**src/rtl/alu_seq_if.sv**
```systemverilog
// Handshake bundle between the datapath controller (master) and alu_seq (slave).
// The controller drives start/op/operands; the ALU returns result, flags and status.
interface alu_seq_if #(
  parameter int WIDTH = 16
);
  logic             start;
  logic [4:0]       op;
  logic [WIDTH-1:0] rdest;
  logic [WIDTH-1:0] rsrc;
  logic [WIDTH-1:0] result;
  logic             wr_en;
  logic [4:0]       flags;
  logic             busy;
  logic             done;

  modport master (
    output start, op, rdest, rsrc,
    input  result, wr_en, flags, busy, done
  );

  modport slave (
    input  start, op, rdest, rsrc,
    output result, wr_en, flags, busy, done
  );
endinterface

```
**src/rtl/alu_seq.sv**
```systemverilog
// Registered ALU with PSR flags (CLFZN): single-cycle ops complete one edge after start.
// MUL is shift-add over WIDTH steps; busy stalls the controller and start is ignored meanwhile.
module alu_seq #(
  parameter int WIDTH = 16,
  parameter int SHW   = $clog2(WIDTH)
) (
  input  logic      clk,
  input  logic      reset,
  alu_seq_if.slave  bus
);
  typedef struct packed {
    logic n;
    logic z;
    logic f;
    logic l;
    logic c;
  } flags_t;

  localparam logic [4:0] OP_ADD  = 5'd0;
  localparam logic [4:0] OP_SUB  = 5'd1;
  localparam logic [4:0] OP_CMP  = 5'd2;
  localparam logic [4:0] OP_AND  = 5'd3;
  localparam logic [4:0] OP_OR   = 5'd4;
  localparam logic [4:0] OP_XOR  = 5'd5;
  localparam logic [4:0] OP_NOT  = 5'd6;
  localparam logic [4:0] OP_LSH  = 5'd7;
  localparam logic [4:0] OP_RSH  = 5'd8;
  localparam logic [4:0] OP_ARSH = 5'd9;
  localparam logic [4:0] OP_MUL  = 5'd10;

  localparam logic [0:0] S_IDLE = 1'b0;
  localparam logic [0:0] S_MUL  = 1'b1;

  localparam logic [SHW:0] CNT_INIT = (SHW+1)'(WIDTH);
  localparam logic [SHW:0] CNT_ONE  = (SHW+1)'(1);

  logic [0:0]         state;
  logic [WIDTH-1:0]   result_q;
  flags_t             flags_q;
  logic               wr_en_q;
  logic               done_q;
  logic [2*WIDTH-1:0] acc;
  logic [2*WIDTH-1:0] mcand;
  logic [WIDTH-1:0]   mplier;
  logic [SHW:0]       cnt;

  logic [WIDTH-1:0]   a;
  logic [WIDTH-1:0]   b;
  logic [WIDTH-1:0]   b_eff;
  logic [WIDTH:0]     sum_ext;
  logic [WIDTH-1:0]   sum;
  logic [SHW-1:0]     shamt;
  logic               is_sub;
  flags_t             arith_flags;
  logic [WIDTH-1:0]   alu_res;
  flags_t             alu_flags;
  logic               alu_wr;
  logic [2*WIDTH-1:0] acc_next;

  assign a      = bus.rdest;
  assign b      = bus.rsrc;
  assign shamt  = bus.rsrc[SHW-1:0];
  assign is_sub = (bus.op == OP_SUB) || (bus.op == OP_CMP);

  // Subtraction reuses the adder as a + ~b + 1 so C reads as "no borrow".
  assign b_eff   = is_sub ? ~b : b;
  assign sum_ext = {1'b0, a} + {1'b0, b_eff} + {{WIDTH{1'b0}}, is_sub};
  assign sum     = sum_ext[WIDTH-1:0];

  always_comb begin
    arith_flags   = '0;
    arith_flags.c = sum_ext[WIDTH];
    arith_flags.l = a < b;
    arith_flags.n = $signed(a) < $signed(b);
    arith_flags.z = (sum == '0);
    if (is_sub)
      arith_flags.f = (a[WIDTH-1] != b[WIDTH-1]) && (sum[WIDTH-1] != a[WIDTH-1]);
    else
      arith_flags.f = (a[WIDTH-1] == b[WIDTH-1]) && (sum[WIDTH-1] != a[WIDTH-1]);
  end

  always_comb begin
    alu_res   = result_q;
    alu_flags = flags_q;
    alu_wr    = 1'b0;
    case (bus.op)
      OP_ADD, OP_SUB: begin
        alu_res   = sum;
        alu_flags = arith_flags;
        alu_wr    = 1'b1;
      end
      OP_CMP:  alu_flags = arith_flags;
      OP_AND:  begin alu_res = a & b;  alu_wr = 1'b1; end
      OP_OR:   begin alu_res = a | b;  alu_wr = 1'b1; end
      OP_XOR:  begin alu_res = a ^ b;  alu_wr = 1'b1; end
      OP_NOT:  begin alu_res = ~b;     alu_wr = 1'b1; end
      OP_LSH:  begin alu_res = a << shamt; alu_wr = 1'b1; end
      OP_RSH:  begin alu_res = a >> shamt; alu_wr = 1'b1; end
      OP_ARSH: begin alu_res = $signed(a) >>> shamt; alu_wr = 1'b1; end
      default: ;
    endcase
  end

  assign acc_next = acc + (mplier[0] ? mcand : '0);

  always_ff @(posedge clk) begin
    if (reset) begin
      state    <= S_IDLE;
      result_q <= '0;
      flags_q  <= '0;
      wr_en_q  <= 1'b0;
      done_q   <= 1'b0;
      acc      <= '0;
      mcand    <= '0;
      mplier   <= '0;
      cnt      <= '0;
    end else begin
      done_q  <= 1'b0;
      wr_en_q <= 1'b0;
      if (state == S_IDLE) begin
        if (bus.start) begin
          if (bus.op == OP_MUL) begin
            state  <= S_MUL;
            acc    <= '0;
            mcand  <= {{WIDTH{1'b0}}, a};
            mplier <= b;
            cnt    <= CNT_INIT;
          end else begin
            done_q   <= 1'b1;
            wr_en_q  <= alu_wr;
            result_q <= alu_res;
            flags_q  <= alu_flags;
          end
        end
      end else begin
        acc    <= acc_next;
        mcand  <= mcand << 1;
        mplier <= mplier >> 1;
        cnt    <= cnt - CNT_ONE;
        // Last step: publish the low half, F flags a non-zero high half.
        if (cnt == CNT_ONE) begin
          state     <= S_IDLE;
          done_q    <= 1'b1;
          wr_en_q   <= 1'b1;
          result_q  <= acc_next[WIDTH-1:0];
          flags_q.z <= (acc_next[WIDTH-1:0] == '0);
          flags_q.f <= |acc_next[2*WIDTH-1:WIDTH];
        end
      end
    end
  end

  assign bus.result = result_q;
  assign bus.flags  = flags_q;
  assign bus.wr_en  = wr_en_q;
  assign bus.done   = done_q;
  assign bus.busy   = (state == S_MUL);
endmodule

```
**src/flat_wrapper.sv**
```systemverilog
// flat-port wrapper written by rule: the top's interface ports become plain ports
module alu_seq_flat 
#(
  parameter int WIDTH = 16,
  parameter int SHW   = $clog2(WIDTH)
)
  (clk, reset, bus_start, bus_op, bus_rdest, bus_rsrc, bus_result, bus_wr_en, bus_flags, bus_busy, bus_done);
  alu_seq_if #(.WIDTH(WIDTH)) bus_i ();
  input  logic clk;
  input  logic reset;
  input wire logic [$bits(bus_i.start)-1:0] bus_start;
  input wire logic [$bits(bus_i.op)-1:0] bus_op;
  input wire logic [$bits(bus_i.rdest)-1:0] bus_rdest;
  input wire logic [$bits(bus_i.rsrc)-1:0] bus_rsrc;
  output wire logic [$bits(bus_i.result)-1:0] bus_result;
  output wire logic [$bits(bus_i.wr_en)-1:0] bus_wr_en;
  output wire logic [$bits(bus_i.flags)-1:0] bus_flags;
  output wire logic [$bits(bus_i.busy)-1:0] bus_busy;
  output wire logic [$bits(bus_i.done)-1:0] bus_done;
  assign bus_i.start = bus_start;
  assign bus_i.op = bus_op;
  assign bus_i.rdest = bus_rdest;
  assign bus_i.rsrc = bus_rsrc;
  assign bus_result = bus_i.result;
  assign bus_wr_en = bus_i.wr_en;
  assign bus_flags = bus_i.flags;
  assign bus_busy = bus_i.busy;
  assign bus_done = bus_i.done;
  alu_seq #(.WIDTH(WIDTH), .SHW(SHW)) u_core (.clk(clk), .reset(reset), .bus(bus_i));
endmodule
```
**config.mk**
```make
export PLATFORM = sky130hd
export DESIGN_NAME = alu_seq_flat
export DESIGN_NICKNAME = d
export VERILOG_FILES = /design/src/rtl/alu_seq_if.sv /design/src/rtl/alu_seq.sv /design/src/flat_wrapper.sv
export SDC_FILE = /design/constraint.sdc
export NUM_CORES = 1
export LEC_CHECK = 0
export BUFFER_PORTS_ARGS = -buffer_cell sky130_fd_sc_hd__buf_4
export CORE_MARGIN = 5
export CORE_UTILIZATION = 45
export CTS_CLUSTER_DIAMETER = 200
export DETAILED_ROUTE_END_ITERATION = 8
export GPL_TIMING_DRIVEN = 1
export PLACE_DENSITY = 0.58
export SYNTH_ARGS = -nofsm -noshare
export SYNTH_HDL_FRONTEND = slang
export SYNTH_SLANG_ARGS = --single-unit
```
**constraint.sdc**
```tcl
create_clock -name clk -period 4.8 [get_ports clk]
set_input_delay 0.48 -clock clk [delete_from_list [all_inputs] [get_ports clk]]
set_output_delay 0.48 -clock clk [all_outputs]
set_load 0.02 [all_outputs]
```
==> qor.txt, run 1 <==
Status - finished clean
Post-synth top area share - 21.2%
Startpoint type of the worst setup path - flip-flop
DR vias/cell - 6.23
Post-synth ARST share - 0%
Detailed-route wire length per cell - 21.6 µm
CTS clk-pin slew, worst paths - 80 ps
Number of remaining DRC errors - 0
First-pass iteration count of the detailed router - 6
Grt ovf - 0
Critical path fanouts, max - 23
Pins over their slew limit - 0
Hold_buf cts - 0
Crit path to - u_core.bus.flags[2]
Vias in the first global route - 9,585
DP HPWL - 26,400 µm
Clock Skews - 14.4 ps
Gp weighted congestion - 0.975
Fraction of layout cells with a size suffix above 1 - 9.89%
Mapped Cells - 1,392
TritonCTS buffer count - 9
Leading post-synthesis cells by cell area - dfxtp_1 (21%), ha_1 (12%), a21oi_1 (8.9%), nor2_1 (6.4%), nand2_1 (3.7%)
Leakage - 4.58 nW
Die width - 161 µm
Die area - 0.0260 mm²
IO Pins - 64
Rows - 55
Worst Tran Pin Value - 813 ps
Endpoints failing hold - 0
Period minus WS final - 3900 ps
R2r worst-path depth - 12
Core ar. - 0.0226 mm²
Antenna violations before repair - 0
Syn_nets - 1,532
Worst skew pair latency - 360 ps
First-pass GRT wire length - 56,300 µm
Synth unique cells - 78
Worst r2r dst - u_core.bus.flags[2]
Reg2reg setup slack - 900 ps
# clock sinks - 109
Final Cycle Share - 81.2%
Leading area contributor after synthesis - dfxtp_1
Clk buf depth - 2
Rel. slew slack - 45.6%
Via Count - 10.4k
Fmax - 257 MHz
Crit end category - flip-flop
Largest net degree at the start of global routing - 68
Postcts setup bufs - 0
Antenna diodes - 0
Sequential area share after synthesis - 21.2%
Critical path arrival - 4120 ps
CTS tree - yes
Area Growth Syn to Fin - 8.10%
Max IR drop VDD - 0.000146 V
Setup Viol. Count Final - 0
Die Y - 161 µm
Fill count - 2,271
Root Driver - clkbuf_16
Launch point of the worst path - u_core.mplier[0]
Fin util - 49.3%
Post-synth EDFFs - 0
RSZ-0062 raised after global routing - false
H-tree level count - 3
Top FF cell, synth - dfxtp_1
Initial Util - 45.6%
CTS-repair resized insts - 0
Post-DRT Antenna Nets - 0
Reg2reg start - u_core.mplier[0]
Netlist Area Pre-Place - 0.0103 mm²
Global-route usage over all layers - 27.2%
Worst path required time - 5020 ps
IO Port Bufs - 63
Total Routed Length - 36,100 µm
Syn_area_per_cell - 7.39 µm²
Pwr/cell area - 205 mW/mm²
NumNets Final - 1,520
Initial DRC count - 921
Worst Hold Class - flip-flop to flip-flop
FF+latch count, synth - 109
Max-cap violations - 0
Hold Path Depth - 2
Synth warn - 0
Critical path class - flip-flop to flip-flop
Fin Setup TNS - 0 ps
## worst min path at each step
stage                               startpoint                    to  slack, ps
after global routing      u_core.bus.result[2]  u_core.bus.result[2]        480
final                     u_core.bus.result[0]  u_core.bus.result[0]        460
after floorplan                 u_core.acc[15]        u_core.acc[15]        440
after detailed placement  u_core.bus.result[0]  u_core.bus.result[0]        450
after CTS                 u_core.bus.result[0]  u_core.bus.result[0]        460
after global placement    u_core.bus.result[4]  u_core.bus.result[4]        440
## report_power, final
group	total, mW	leakage (nW)	internal, mW	switching [mW]
clock network	0.753	0.142	0.366	0.387
logic	0.602	3.56	0.224	0.378
registers	0.928	0.881	0.916	0.0122
## registers in the layout, indices dropped and copies added, names as in the netlist
register           flops
u_core.bus.flags       5
u_core.acc            32
u_core.bus.busy        1
u_core.cnt             5
u_core.bus.wr_en       1
u_core.bus.done        1
u_core.mcand          32
u_core.mplier         16
u_core.bus.result     16
## placed cells by master (no fill, tap or decap), types with 5 or more instances in the layout
master	count
mux2i_1	25
dfxtp_1	108
o21a_1	7
buf_4	77
o211ai_1	13
nor2b_1	18
xnor2_1	37
and3_1	33
a21oi_1	183
o21bai_1	13
and2_1	36
nor3_1	22
nor2_1	176
ha_1	98
a31oi_1	26
a221oi_1	11
a222oi_1	5
nand3_1	56
a22oi_1	9
xor2_1	17
o21ai_0	56
inv_1	44
or2_2	6
clkbuf_16	9
mux4_2	15
a311oi_1	9
mux2_2	6
nand4_1	11
nand2b_1	5
nand2_1	100
a211o_1	8
nor4_1	12
a32oi_1	5
or3_1	12
a21o_1	13
a211oi_1	27
## layer usage
metal	vias to the layer above	GRT usage (%)	part of all wire [%]
met5	-	0	0
met4	0	8.03	2.9
met3	59	4.08	7.4
met2	400	41.1	43
met1	4907	40.1	47
li1	5034	-	-
## logic make-up (layout without fill, tap and decap cells)
family                   after synthesis  count (layout)  synth area share [%]
XOR/XNOR                              55              55                  4.82
multiplexers                          46              46                  6.37
buffers and inverters                147             140                  5.60
AND/OR/NAND/NOR                      509             509                  23.7
flip-flops                           109             109                  21.2
adder cells (fa/ha/maj)              100             100                  12.3
AO/OA/AOI/OAI                        426             426                  25.9
## critical path: stages, from the launching register on
cell      delay [ps]
dfxtp_1          560
and2_1           270
ha_1             210
fa_1             400
and3_1           180
o21bai_1         350
a211oi_1         170
o311a_1          370
or3_1            340
a221oi_1         330
nand4_1          140
nor4_1           310
o22ai_1          130
## stage by stage
step | power (mW) | instance area, µm² | std cells | worst slack [ps] | hold WS (ps)
5_1_grt | 2.40 | 11100 | 1670 | 707 | 483
4_1_cts | 2.30 | 11100 | 1670 | 885 | 460
6_report | 2.28 | 11100 | 1670 | 902 | 457
2_1_floorplan | 1.33 | 10300 | 1392 | 1180 | 436
3_3_place_gp | 1.54 | 10800 | 1654 | 974 | 441
3_5_place_dp | 1.54 | 10800 | 1654 | 894 | 449
## layout make-up
class	instances	area, µm²	area share [%]
repair buffers	77	578	5.20
well taps	285	357	3.21
flip-flops and latches	109	2190	19.7
inverters	47	176	1.59
clock buffers	9	225	2.03
multi-input cells	1136	7530	67.7
clock inverters	7	66.3	0.596
## cell usage after synthesis, types with 5 or more instances
cell	count
a21oi_1	183
nor2_1	176
dfxtp_1	109
nand2_1	101
ha_1	98
clkbuf_1	72
nand3_1	56
o21ai_0	56
inv_1	45
xnor2_1	37
and2_1	36
and3_1	33
a211oi_1	27
a31oi_1	26
mux2i_1	25
nor3_1	22
nor2b_1	18
xor2_1	17
buf_1	15
mux4_2	15
a21o_1	13
o211ai_1	13
o21bai_1	13
nor4_1	12
or3_1	12
a221oi_1	11
nand4_1	11
buf_2	10
a22oi_1	9
a311oi_1	9
a211o_1	8
o21a_1	7
mux2_2	6
or2_2	6
a222oi_1	5
a32oi_1	5
nand2b_1	5
No activity file was read; power rests on OpenSTA's default activity.
==> run 2: changes to the inputs <==
--- a/config.mk
+++ b/config.mk
@@ -5,6 +5,7 @@
 export SDC_FILE = /design/constraint.sdc
 export NUM_CORES = 1
 export LEC_CHECK = 0
+export ABC_AREA = 1
 export BUFFER_PORTS_ARGS = -buffer_cell sky130_fd_sc_hd__buf_4
 export CORE_MARGIN = 5
 export CORE_UTILIZATION = 45
==> constraint.sdc (replaced) <==
create_clock -name clk -period 3.8 [get_ports clk]
set_input_delay 0.38 -clock clk [delete_from_list [all_inputs] [get_ports clk]]
set_output_delay 0.38 -clock clk [all_outputs]
set_load 0.02 [all_outputs]
==> run 2 against run 1 <==
Against the previous run: clock skew is 2.9 ps higher; sequential share of layout area down 0.99 points; power is 27% higher; die area is 3.5% higher; global-route usage up 1.7 points; clock power rose by 33%; cell area rose by 5.2%; critical endpoint unchanged; critical path type unchanged; worst hold slack lost 140 ps; synthesized cell count is 30% higher; via count increased by 12%; utilization is 0.73 points higher.
==> qor.txt, run 2 <==
Mapped Cells - 1,804 (was 1,392)
Leading post-synthesis cells by cell area - nand2_1 (21%), dfxtp_1 (20%), ha_1 (11%), inv_1 (9.1%), a21oi_1 (5.8%) (was dfxtp_1 (21%), ha_1 (12%), a21oi_1 (8.9%), nor2_1 (6.4%), nand2_1 (3.7%))
TritonCTS buffer count - 9 (unchanged)
Root Driver - clkbuf_16 (unchanged)
Endpoints failing hold - 0 (unchanged)
Period minus WS final - 3060 ps (was 3900 ps)
Final instance area - 0.0117 mm² (was 0.0111 mm²)
Vias in the first global route - 11.1k (was 9,585)
Rows - 56 (was 55)
FF+latch count, synth - 109 (unchanged)
Synth warn - 0 (unchanged)
Final setup margin - 745 ps (was 902 ps)
Netlist Area Pre-Place - 0.0107 mm² (was 0.0103 mm²)
Number of remaining DRC errors - 0 (unchanged)
DR vias/cell - 5.40 (was 6.23)
Commonest non-fill, non-tap cell in the layout - nand2_1 (was a21oi_1)
Post-synth top area share - 21.4% (was 21.2%)
Syn_area_per_cell - 5.92 µm² (was 7.39 µm²)
Via Count - 11.6k (was 10.4k)
Total Routed Length - 38,700 µm (was 36,100 µm)
Critical path arrival - 3310 ps (was 4120 ps)
Antenna diodes - 0 (unchanged)
Largest registers - u_core.acc (32), u_core.mcand (32) (unchanged)
Rel. slew slack - 37.1% (was 45.6%)
Core ar. - 0.0234 mm² (was 0.0226 mm²)
Worst skew pair latency - 360 ps (about the same)
CTS clk-pin slew, worst paths - 90 ps (was 80 ps)
Hold_buf cts - 0 (unchanged)
Initial Util - 45.6% (about the same)
RSZ-0062 raised after global routing - false (unchanged)
Area Growth Syn to Fin - 9.60% (was 8.10%)
Grt ovf - 0 (unchanged)
Clock Skews - 17.3 ps (was 14.4 ps)
Pins over their slew limit - 0 (unchanged)
NumNets Final - 1,970 (was 1,520)
Largest net degree at the start of global routing - 81 (was 68)
Sequential area share after synthesis - 20.4% (was 21.2%)
DP HPWL - 30,900 µm (was 26,400 µm)
Clk buf depth - 2 (unchanged)
Antenna violations before repair - 0 (unchanged)
Max-cap violations - 0 (unchanged)
Tot Pwr - 2.90 mW (was 2.28 mW)
Worst Hold Class - input pin to flip-flop (was flip-flop to flip-flop)
Startpoint type of the worst setup path - flip-flop (unchanged)
Syn_nets - 1,944 (was 1,532)
Fraction of layout cells with a size suffix above 1 - 7.19% (was 9.89%)
CTS tree - yes (unchanged)
Initial DRC count - 986 (was 921)
First-pass iteration count of the detailed router - 5 (was 6)
Leakage - 6.03 nW (was 4.58 nW)
Gp weighted congestion - 1.01 (was 0.975)
Fin Setup TNS - 0 ps (unchanged)
Post-DRT Antenna Nets - 0 (unchanged)
Synth unique cells - 51 (was 78)
Fin util - 50.0% (was 49.3%)
Fmax - 327 MHz (was 257 MHz)
Leading area contributor after synthesis - nand2_1 (was dfxtp_1)
Die area - 0.0269 mm² (was 0.0260 mm²)
Post-place setup slack - 537 ps (was 894 ps)
# clock sinks - 109 (unchanged)
First-pass GRT wire length - 60,800 µm (was 56,300 µm)
Top FF cell, synth - dfxtp_1 (unchanged)
Inst Count DP - 2,138 (was 1,654)
H-tree level count - 3 (unchanged)
Worst Tran Pin Value - 943 ps (was 813 ps)
Crit end category - flip-flop (unchanged)
Critical path class - flip-flop to flip-flop (unchanged)
IO Pins - 64 (unchanged)
Fin cells - 2,154 (was 1,670)
Top-count cell post-synth - nand2_1 (was a21oi_1)
Critical path fanouts, max - 19 (was 23)
Synth top cells by count - nand2_1 (608), inv_1 (259), nor2_1 (128), a21oi_1 (123), dfxtp_1 (109) (was a21oi_1 (183), nor2_1 (176), dfxtp_1 (109), nand2_1 (101), ha_1 (98))
Die width - 164 µm (was 161 µm)
CTS-repair resized insts - 0 (unchanged)
Setup Viol. Count Final - 0 (unchanged)
Commonest cells after routing, fill and taps aside - nand2_1 (608), inv_1 (259), nor2_1 (128), a21oi_1 (123), dfxtp_1 (108) (was a21oi_1 (183), nor2_1 (176), dfxtp_1 (108), nand2_1 (100), ha_1 (98))
Final Cycle Share - 80.4% (was 81.2%)
Max IR drop VDD - 0.000188 V (was 0.000146 V)
Fill count - 2,588 (was 2,271)
Pwr/cell area - 248 mW/mm² (was 205 mW/mm²)
Worst path required time - 4060 ps (was 5020 ps)
Die Y - 164 µm (was 161 µm)
Post-synth ARST share - 0% (unchanged)
Hold WS - 315 ps (was 457 ps)
Postcts setup bufs - 0 (unchanged)
IO Port Bufs - 63 (unchanged)
Global-route usage over all layers - 28.9% (was 27.2%)
Placed cell areas - 0.0114 mm² (was 0.0108 mm²)
Post-synth EDFFs - 0 (unchanged)
Status - finished clean (unchanged)
Detailed-route wire length per cell - 18.0 µm (was 21.6 µm)
run 2: layer usage:
metal  GRT usage (%)  wire [µm]  share of wire [%]
met4            6.40        720                1.9
met3            3.41       2580                6.6
met5               0          0                  0
met1            41.6      18200                 47
met2            46.6      17200                 44
run 2: area by class of cell:
cell class | instances | area [µm²] | area share [%]
Clock inverter | 6 | 62.6 | 0.535
Inverter | 271 | 1020 | 8.70
Timing Repair Buffer | 80 | 613 | 5.24
Tap cell | 319 | 399 | 3.41
Sequential cell | 109 | 2180 | 18.7
Multi-Input combinational cell | 1359 | 7180 | 61.4
Clock buffer | 10 | 239 | 2.04
run 2: cell families after synthesis:
kind of cell | after synthesis | synth area share [%]
xor gates and xnor gates | 37 | 3.04
muxes | 3 | 0.281
buffers and inverters | 336 | 12.2
adders and majority gates | 100 | 11.9
DFF | 109 | 20.4
AOI/OAI and AO/OA | 323 | 17.6
and+or+nand+nor | 896 | 34.5
run 2: final timing paths:
kind / from / to / slack (ps) / cells past startpoint
setup reg to reg: u_core.mplier[0] / u_core.bus.flags[2] / 740 / 21
hold / removal: bus_rsrc[12] / u_core.mplier[12] / 320 / 3
setup / recovery: u_core.mplier[0] / u_core.bus.flags[2] / 740 / 21
hold reg to reg: u_core.mplier[9] / u_core.mplier[9] / 470 / 2
run 2: power by group:
group | internal [mW] | leakage [nW] | total, mW | switching [mW]
Combinational | 0.235 | 5.00 | 0.728 | 0.493
Clock | 0.484 | 0.149 | 1.00 | 0.517
Sequential | 1.16 | 0.881 | 1.17 | 0.0141
Total | 1.88 | 6.03 | 2.90 | 1.02
run 2: critical path, cell delays in order, from the launching register on:
cell and delay, ps:
dfxtp_1 380, buf_4 230, nand2_1 100, inv_1 40, ha_1 360, nand2_1 140, nor2_1 260, inv_1 70
nor2_1 190, nand4_1 220, nand3_1 160, nand2_1 80, nand2_1 110, nand2_1 80, inv_1 50, nand2_1 50
nor2_1 80, nand2_1 60, nand2_1 80, nand3_1 80, nand2_1 80, inv_1 40
